--- src/rtl/tdc_interval_counter.sv ---
// Coarse TDC interval counter: measures clk cycles between synchronized start/stop edges,
// averages 2^AVG_LOG2 intervals and presents the result over a valid/ready handshake.
module tdc_interval_counter #(
  parameter int CNT_W       = 24,
  parameter int TIMEOUT_CYC = 1000000,
  parameter int AVG_LOG2    = 2
) (
  input  logic             clk,
  input  logic             reset_n,
  input  logic             tdc_start,
  input  logic             tdc_stop,
  input  logic             clear,
  output logic             busy,
  output logic             res_valid,
  input  logic             res_ready,
  output logic [CNT_W-1:0] res_data,
  output logic             res_timeout,
  output logic [7:0]       drop_cnt
);

  localparam int SUM_W = CNT_W + AVG_LOG2;
  localparam int IDX_W = (AVG_LOG2 > 0) ? AVG_LOG2 : 1;
  localparam logic [CNT_W-1:0] TIMEOUT_LIM = CNT_W'(TIMEOUT_CYC);
  localparam logic [IDX_W-1:0] IDX_LAST    = IDX_W'((1 << AVG_LOG2) - 1);

  typedef enum logic [1:0] {
    IDLE   = 2'd0,
    COUNT  = 2'd1,
    ACCUM  = 2'd2,
    OUTPUT = 2'd3
  } state_t;

  state_t           state_q;
  logic             start_s1_q, start_s2_q, stop_s1_q, stop_s2_q;
  logic [CNT_W-1:0] cnt_q, n_q, res_data_q;
  logic [SUM_W-1:0] sum_q;
  logic [IDX_W-1:0] idx_q;
  logic             busy_q, res_valid_q, res_timeout_q;
  logic [7:0]       drop_q;

  logic             start_edge_s, stop_edge_s;
  logic [CNT_W-1:0] cnt_inc_s;
  logic [SUM_W-1:0] sum_new_s;

  assign start_edge_s = start_s1_q & ~start_s2_q;
  assign stop_edge_s  = stop_s1_q & ~stop_s2_q;
  assign cnt_inc_s    = cnt_q + CNT_W'(1);
  assign sum_new_s    = sum_q + SUM_W'(n_q);

  // Input synchronizers; deliberately untouched by the soft clear.
  always_ff @(posedge clk or negedge reset_n) begin
    if (!reset_n) begin
      start_s1_q <= 1'b0;
      start_s2_q <= 1'b0;
      stop_s1_q  <= 1'b0;
      stop_s2_q  <= 1'b0;
    end else begin
      start_s1_q <= tdc_start;
      start_s2_q <= start_s1_q;
      stop_s1_q  <= tdc_stop;
      stop_s2_q  <= stop_s1_q;
    end
  end

  // Measurement FSM with its datapath and registered outputs.
  always_ff @(posedge clk or negedge reset_n) begin
    if (!reset_n) begin
      state_q       <= IDLE;
      cnt_q         <= '0;
      n_q           <= '0;
      sum_q         <= '0;
      idx_q         <= '0;
      busy_q        <= 1'b0;
      res_valid_q   <= 1'b0;
      res_data_q    <= '0;
      res_timeout_q <= 1'b0;
      drop_q        <= 8'd0;
    end else if (clear) begin
      state_q       <= IDLE;
      cnt_q         <= '0;
      n_q           <= '0;
      sum_q         <= '0;
      idx_q         <= '0;
      busy_q        <= 1'b0;
      res_valid_q   <= 1'b0;
      res_data_q    <= '0;
      res_timeout_q <= 1'b0;
      drop_q        <= 8'd0;
    end else begin
      case (state_q)
        IDLE: begin
          // Start wins over a coincident stop; a lone stop is ignored.
          if (start_edge_s) begin
            state_q <= COUNT;
            cnt_q   <= '0;
            busy_q  <= 1'b1;
          end
        end
        COUNT: begin
          cnt_q <= cnt_inc_s;
          if (stop_edge_s) begin
            n_q     <= cnt_inc_s;
            state_q <= ACCUM;
          end else if (cnt_inc_s == TIMEOUT_LIM) begin
            state_q       <= OUTPUT;
            res_valid_q   <= 1'b1;
            res_timeout_q <= 1'b1;
            res_data_q    <= '1;
            sum_q         <= '0;
            idx_q         <= '0;
          end
        end
        ACCUM: begin
          if (idx_q == IDX_LAST) begin
            state_q       <= OUTPUT;
            res_valid_q   <= 1'b1;
            res_timeout_q <= 1'b0;
            res_data_q    <= CNT_W'(sum_new_s >> AVG_LOG2);
            sum_q         <= '0;
            idx_q         <= '0;
          end else begin
            state_q <= IDLE;
            busy_q  <= 1'b0;
            sum_q   <= sum_new_s;
            idx_q   <= idx_q + IDX_W'(1);
          end
        end
        OUTPUT: begin
          if (start_edge_s && (drop_q != 8'hFF)) begin
            drop_q <= drop_q + 8'd1;
          end
          if (res_ready) begin
            state_q     <= IDLE;
            busy_q      <= 1'b0;
            res_valid_q <= 1'b0;
          end
        end
        default: begin
          state_q     <= IDLE;
          busy_q      <= 1'b0;
          res_valid_q <= 1'b0;
        end
      endcase
    end
  end

  assign busy        = busy_q;
  assign res_valid   = res_valid_q;
  assign res_data    = res_data_q;
  assign res_timeout = res_timeout_q;
  assign drop_cnt    = drop_q;

endmodule

--- config.mk ---
export PLATFORM = sky130hd
export DESIGN_NAME = tdc_interval_counter
export DESIGN_NICKNAME = d
export VERILOG_FILES = /design/src/rtl/tdc_interval_counter.sv
export SDC_FILE = /design/constraint.sdc
export NUM_CORES = 1
export LEC_CHECK = 0
export CORE_AREA = 5 5 86 167
export DETAILED_ROUTE_END_ITERATION = 16
export DIE_AREA = 0 0 91 172
export PLACE_DENSITY = 0.73
export SLEW_MARGIN = 20
export SYNTH_ARGS = -nofsm -noshare
export SYNTH_HDL_FRONTEND = slang
export SYNTH_SLANG_ARGS = --single-unit
--- constraint.sdc ---
create_clock -name clk -period 4.5 [get_ports clk]
set_clock_uncertainty 0.15 [all_clocks]
set_input_delay 1.125 -clock clk [delete_from_list [all_inputs] [get_ports clk]]
set_output_delay 1.125 -clock clk [all_outputs]
set_load 0.05 [all_outputs]
; ---- Word level (Yosys, flattened, before mapping)
; Cells that the tools add are included.
[totals]
inputBits = 6
mem_bits_rw = 0
wordCells = 97
register_bits = 117
output_inout_bits = 35
romBits = 0
latchBits = 0
mem_count = 0
[classes]
magnitude_cmp = 0
shifts = 0
reduce_logical = 18
n_eq_ne = 13
muxes = 44
div = 0
multipliers = 0
add_sub_neg = 4
n_bitwise = 4
[op_table]
columns = operator, count
row1 = 2-to-1 mux 24 bit, 9
row2 = 2-to-1 mux 26 bit, 4
row3 = case mux 24 bit (2 select lines), 2
row4 = case mux 26 bit (2 select lines), 1
row5 = adder 26 x 24 -> 26 bit, 1
row6 = "adder 24 x 1 -> 24 bit, second input constant", 1
row7 = "equality test 24 x 20 -> 1 bit, second input constant", 1
row8 = 2-to-1 mux 8 bit, 3
row9 = 2-to-1 mux 2 bit, 10
row10 = "inequality test 3 bit, second input constant", 6
row11 = 2-to-1 mux 1 bit, 10
row12 = "adder 8 x 1 -> 8 bit, second input constant", 1
row13 = "inequality test 8 bit, second input constant", 1
row14 = case mux 2 bit (4 select lines), 1
row15 = AND reduction 4 bit, 2
row16 = nonzero test 2 bit, 4
row17 = nonzero test 4 bit, 2
row18 = "equality test 2 bit, second input constant", 3
row19 = case mux 1 bit (3 select lines), 2
row20 = AND reduction 2 bit, 3
row21 = AND reduction 3 bit, 2
row22 = nonzero test 3 bit, 2
row23 = AND reduction 5 bit, 1
row24 = "inequality test 4 bit, second input constant", 1
row25 = 8 further kinds, 10

; ---- Longest topological paths before layout
; Gate-level depths: netlist (run 1).
[logic_depth]
ltp_word = 6
depth_mapped = 13
depth_no_buf = 11

; ---- Worst setup path after synthesis (run 1)
; Ideal clock, no wire load.
[synth_path]
kind = reg-to-reg
startpoint = register cnt_q[0]
endpoint = register res_data_q[10] (netlist: res_data[10])
setup_ns = 0.127
required_time_ns = 4.223
period_less_slack_ns = 3.255
setup_slack_ns = 1.245
path_buffers = 2
stages_incl_launch_ff = 13
t_arrival_ns = 2.977
path_cell_list = dfrtp_1 > ha_1 > nand4_2 > nor4_1 > nand2_1 > xor2_1 > nor4b_1 > nand4b_2 > o31a_1 > buf_6 > nor2_8 > buf_6 > mux2_1
[synth_via]
elab_chain_cells = 4
[synth_rtl]
columns = item, line_no
row1 = start: declaration, 35  ; logic [CNT_W-1:0] cnt_q, n_q, res_data_q;
row2 = start signal: assignment, 100  ; cnt_q <= cnt_inc_s;
row3 = adder 24 x 1 -> 24 bit, 47  ; assign cnt_inc_s = cnt_q + CNT_W'(1);
row4 = equality test 24 x 20 -> 1 bit, 104  ; end else if (cnt_inc_s == TIMEOUT_LIM) begin
row5 = inequality test 3 bit (no line), --
row6 = AND reduction 4 bit (no line), --
row7 = end signal: assignment, 118  ; res_data_q <= CNT_W'(sum_new_s >> AVG_LOG2);
row8 = end: declaration, 35
; Every way passes these cells.
; A chain may end at the register's enable or synchronous reset.

; ---- Worst setup path after layout (run 1)
[layout_path]
startpoint = register cnt_q[0]
endpoint = register res_data_q[15] (netlist: res_data[15])
; The elaborated chain is that of the path after synthesis.

==> impl_metrics.json, run 1 <==
{
  "clk_latency_ns": 0.42,
  "rows": 59,
  "die_h_um": 172,
  "yosysSeqAreaShare_pct": 42.4,
  "synth.distinct_cells": 63,
  "io_pins": 41,
  "synth_top_area_cell": "dfrtp_1",
  "cts_buffer_depth": 2,
  "synth_ff_type": "dfrtp_1",
  "yosys_warnings": 0,
  "slew_headroom_pct": 37.4,
  "crit_path_max_fanout": 13,
  "whs_path_depth": 0,
  "avgViaCountPerCell": 6.18,
  "cts.sinks": 117,
  "routabilityCongestion": 0.956,
  "drt_pass1_iterations": 4,
  "ant_nets": 0,
  "finalPower_mw": 3.49,
  "drt-wirelength-per-cell_um": 18.6,
  "setup_viol_count_final": 0,
  "power_leakage_nw": 3.57,
  "hold_path_startpoint": "start_s1_q",
  "crit_chain": "ha_1 -> nand4_2 -> nor4_1 -> nand2_1 -> xor2_1 -> nor4b_1 -> nand4b_2 -> o31a_2 -> a2111oi_0 -> a21o_1",
  "slew_viol_final": 0,
  "num_vias": 5733,
  "syn_avg_cell_area_um2": 9.34,
  "io_buffers": 40,
  "maxCapViolations": 0,
  "final_layout_size_suffix_gt1_share_pct": 7.47,
  "core_area_mm2": 0.0129,
  "grt-ovfl-total": 0,
  "dp_cells": 898,
  "yosysMostFrequentCell": "dfrtp_1",
  "rrSetupSlack_ns": 0.42,
  "r2r_start": "cnt_q[0]",
  "antenna_found_initial": 0,
  "syn_nets": 780,
  "rsz0062_at_grt": "false",
  "die_area_mm2": 0.0157,
  "critPathTopFamily": "simple AND/OR/NAND/NOR gates",
  "drt-initial-drc-count": 330,
  "start_util_pct": 53.5,
  "cts_tree": "yes",
  "final_nets": 805,
  "hpwl_um": 12400,
  "drc": 0,
  "crit_slowest_cell": "a2111oi_0",
  "tightest_slew_ns": 0.940,
  "wirelength_um": 17300,
  "min_to": "start_s2_q",
  "worstSetupPathType": "reg2reg",
  "die_w_um": 91,
  "htree_levels": 4,
  "arrival_ns": 4.28,
  "period_share_pct": 90.7,
  "endpoint_kind": "flop",
  "hold_viol": 0,
  "cts_root_buf": "clkbuf_16",
  "tns_ns": 0,
  "powerDensity_mw_per_mm2": 438,
  "hp-class": "reg2reg",
  "required_ns": 4.70,
  "cp_num_buf_inv": 0,
  "max_stage_delay_ns": 0.76,
  "grt_max_degree": 118,
  "holdBufCountCts": 0,
  "grt_pass1_wl_um": 28400,
  "clkSlewWorstSetupHoldPaths_ns": 0.06,
  "syn-cell-area_mm2": 0.00691,
  "post_cts_buffers": 0,
  "first_global_vias": 5769,
  "ys_top_cells_by_count": "117 x dfrtp_1, 95 x nand2_1, 69 x o21ai_0",
  "synth_top_area_share_pct": 42.4,
  "holdWs_ns": 0.219,
  "r2r-end": "res_data[15]",
  "synth.area.top_cells": "dfrtp_1 42%, ha_1 6.0%, nand2_1 5.2%",
  "critPathLaunchType": "flop",
  "fin_cells": 928,
  "fmaxAchievable_ghz": 0.245,
  "peakVddDrop_mv": 0.455,
  "rr_worst_depth": 10,
  "synth_edf_count": 0,
  "status": "finished, final reports clean",
  "syn_inst": 740,
  "synth-seq-cells": 117,
  "post_cts_resized": 0,
  "grt_use_total_pct": 22.6,
  "area_delta_synth_final_pct": 15.3,
  "ys_async_sr_fraction_pct": 100,
  "num_antenna_cells": 0,
  "cts_made_buffers": 17,
  "min_period_ns": 4.08
}
[logic make-up (layout without fill, tap and decap cells)]
| family | Yosys count | in the layout | synth area share (%) |
|---|---|---|---|
| AO/OA/AOI/OAI | 224 | 224 | 20.8 |
| XOR/XNOR | 52 | 52 | 6.59 |
| adder cells (fa/ha/maj) | 34 | 34 | 6.27 |
| buffers and inverters | 58 | 94 | 3.68 |
| flip-flops | 117 | 117 | 42.4 |
| multiplexers | 16 | 16 | 2.59 |
| AND/OR/NAND/NOR | 239 | 239 | 17.7 |
[final cells by class]
class                           instances  area, um2
Fill cell                            1076       4950
Timing Repair Buffer                   48        465
Clock inverter                         10        130
Tap cell                              152        190
Multi-Input combinational cell        565       3730
Sequential cell                       117       2930
Inverter                               16       60.1
Clock buffer                           20        467
[flip-flops by register name (all words and copies together) (netlist names), 2 cells and up]
register / count
res_data: 24
n_q: 24
idx_q: 2
drop_cnt: 8
state_q: 2
sum_q: 26
cnt_q: 24
[cells in the final DEF (no fill, tap or decap), drive strengths merged, types with 20 or more instances in the layout]
master and n:
clkdlybuf4s50 38, xor2 26, clkbuf 20, o21ai 72
ha 33, nand2 95, xnor2 26, o31ai 30
dfrtp 117, a21oi 46, nor2 49
[through the flow]
| stage | util [%] | cell area (um2) | setup slack, ns |
|---|---|---|---|
| floorplan | - | 6910 | 1.25 |
| global placement | 57.1 | 7370 | 0.681 |
| detailed placement | 57.1 | 7370 | 0.620 |
| CTS | 61.7 | 7970 | 0.453 |
| global route | 61.7 | 7970 | 0.216 |
| finish | 61.7 | 7970 | 0.417 |
[per-layer routing]
| metal | vias up | routed length, um | track usage [%] | share of wire (%) |
|---|---|---|---|---|
| met5 | - | 0 | 0 | 0 |
| met4 | 0 | 931 | 14.4 | 5.4 |
| met3 | 64 | 614 | 3.57 | 3.6 |
| met2 | 176 | 9240 | 41.0 | 53 |
| met1 | 2774 | 6490 | 24.1 | 38 |
| li1 | 2719 | - | - | - |
[power breakdown]
group	switching (mW)	leakage [nW]	internal, mW	total (mW)
clock network	0.477	0.293	0.902	1.38
logic	0.626	1.70	0.288	0.913
registers	0.0568	1.58	1.14	1.20
[how the worst max path moves through the flow]
stage / to / slack, ns / depth (start not counted) / from
final: res_data[15] / 0.42 / 10 / cnt_q[0]
after global routing: res_data[15] / 0.22 / 10 / cnt_q[0]
after CTS: res_data[15] / 0.45 / 10 / cnt_q[0]
after detailed placement: res_data[15] / 0.62 / 10 / cnt_q[0]
after global placement: res_data[15] / 0.68 / 9 / cnt_q[0]
after floorplan: res_data[10] / 1.25 / 12 / cnt_q[0]
Note: power is estimated with default switching activity, not from simulation.
==> run 2: changes to the inputs <==
Settings changed: CORE_AREA 5 5 86 167 to 5 5 82 160, DIE_AREA 0 0 91 172 to 0 0 87 165, GPL_TIMING_DRIVEN from default to 0, PLACE_DENSITY 0.73 to 0.79.
==> impl_metrics.json, run 2 (synthesis results as in run 1) <==
{
  "r2r-end": "res_data[15]",
  "rrSetupSlack_ns": 0.14,
  "slew_viol_final": 0,
  "worstSetupPathType": "reg2reg",
  "power_leakage_nw": 3.63,
  "io_buffers": 39,
  "die_area_mm2": 0.0144,
  "start_util_pct": 59.0,
  "die_w_um": 87,
  "finalPower_mw": 3.55,
  "final_nets": 840,
  "htree_levels": 4,
  "num_vias": 6019,
  "grt_use_total_pct": 27.4,
  "whs_path_depth": 0,
  "critPathLaunchType": "flop",
  "drt-wirelength-per-cell_um": 19.5,
  "avgViaCountPerCell": 6.28,
  "min_to": "start_s2_q",
  "core_area_mm2": 0.0117,
  "tns_ns": 0,
  "rsz0062_at_grt": "false",
  "clk_latency_ns": 0.41,
  "cts.sinks": 117,
  "cts_root_buf": "clkbuf_16",
  "io_pins": 41,
  "min_period_ns": 4.36,
  "slew_headroom_pct": 43.9,
  "first_global_vias": 6246,
  "endpoint_kind": "flop",
  "r2r_start": "cnt_q[0]",
  "ant_nets": 0,
  "drt_pass1_iterations": 5,
  "clkSlewWorstSetupHoldPaths_ns": 0.06,
  "use_met1_pct": 29.5,
  "grtUsageMet2_pct": 49.3,
  "fmaxAchievable_ghz": 0.229,
  "powerDensity_mw_per_mm2": 437,
  "final_layout_size_suffix_gt1_share_pct": 8.00,
  "num_antenna_cells": 0,
  "status": "finished, final reports clean",
  "hpwl_um": 14000,
  "required_ns": 4.70,
  "peakVddDrop_mv": 0.429,
  "area_delta_synth_final_pct": 17.8,
  "die_h_um": 165,
  "rows": 56,
  "cts_made_buffers": 17,
  "holdBufCountCts": 0,
  "wirelength_um": 18700,
  "crit_path_max_fanout": 9,
  "tightest_slew_ns": 0.838,
  "crit_slowest_cell": "a2111oi_0",
  "post_cts_buffers": 0,
  "met3_usage_pct": 3.74,
  "hold_path_startpoint": "start_s1_q",
  "period_share_pct": 96.9,
  "maxCapViolations": 0,
  "drc": 0,
  "rr_worst_depth": 11,
  "crit_chain": "ha_1 -> nand4_2 -> nor4_2 -> nand2_1 -> xor2_1 -> nor4b_1 -> nand4b_2 -> o31a_1 -> buf_6 -> a2111oi_0 -> a21o_1",
  "hp-class": "reg2reg",
  "layout_commonest_cell": "dfrtp_1",
  "antenna_found_initial": 0,
  "grt_busiest_layer": "met2",
  "post-route-util_pct": 69.5,
  "largest_register_ffs": 26,
  "grt_pass1_wl_um": 30800,
  "holdWs_ns": 0.235,
  "arrival_ns": 4.56,
  "routabilityCongestion": 0.937,
  "grt-ovfl-total": 0,
  "cts_buffer_depth": 2,
  "top_register": "sum_q",
  "hold_viol": 0,
  "layout_common_cells": "117 x dfrtp_1, 95 x nand2_1, 69 x o21ai_0",
  "max_stage_delay_ns": 0.66,
  "cts_tree": "yes",
  "setup_viol_count_final": 0,
  "grt_max_degree": 73,
  "drt-initial-drc-count": 386
}
## run 2: repair_timing
action / CTS / global route
resized for setup: 0 / 1
setup endpoints to repair: 0 / 14
hold endpoints to repair: 0 / 0
## run 2: metal layers
metal  vias up  wire length, um
li1       2790                -
met1      2931             6830
met2       225            10100
met3        73              797
met4         0             1020
met5         -                0
## run 2: cell type report
cell class	count	area [um2]
clock buffer	18	429
timing repair buffer	41	427
clock inverter	14	179
multi-input combinational	565	3740
inverter	16	60.1
fill	898	3560
sequential	117	2930
buffer	42	194
tap	145	181
## run 2: through the flow
stage	cell area (um2)	cells	setup slack, ns
4_1_cts	8130	958	0.0784
3_3_place_gp	7480	924	-2.15
6_report	8140	958	0.138
2_1_floorplan	6910	740	1.25
5_1_grt	8140	958	0.0492
3_5_place_dp	7520	926	0.0785
## run 2: worst max-delay path by stage
stage / from / end / depth (start not counted)
after global placement: reset_n / drop_cnt[3] / 1
after detailed placement: cnt_q[0] / res_data[13] / 12
after CTS: cnt_q[0] / res_data[15] / 11
after floorplan: cnt_q[0] / res_data[10] / 12
after global routing: cnt_q[0] / res_data[15] / 11
final: cnt_q[0] / res_data[15] / 11
## run 2: power by group
part / switching [mW] / internal (mW) / leakage, nW / total (mW)
logic: 0.653 / 0.297 / 1.77 / 0.951
registers: 0.0613 / 1.14 / 1.58 / 1.21
clock network: 0.520 / 0.877 / 0.287 / 1.40
total: 1.24 / 2.32 / 3.63 / 3.55
## run 2: worst max-delay path, delay by kind of cell (launching register included)
| family | cells | cell delay [ns] |
|---|---|---|
| and+or+nand+nor | 5 | 1.66 |
| AOI/OAI and AO/OA | 3 | 1.13 |
| DFF | 1 | 0.51 |
| xor gates and xnor gates | 1 | 0.39 |
| adders and majority gates | 1 | 0.30 |
| buffers and inverters | 1 | 0.15 |
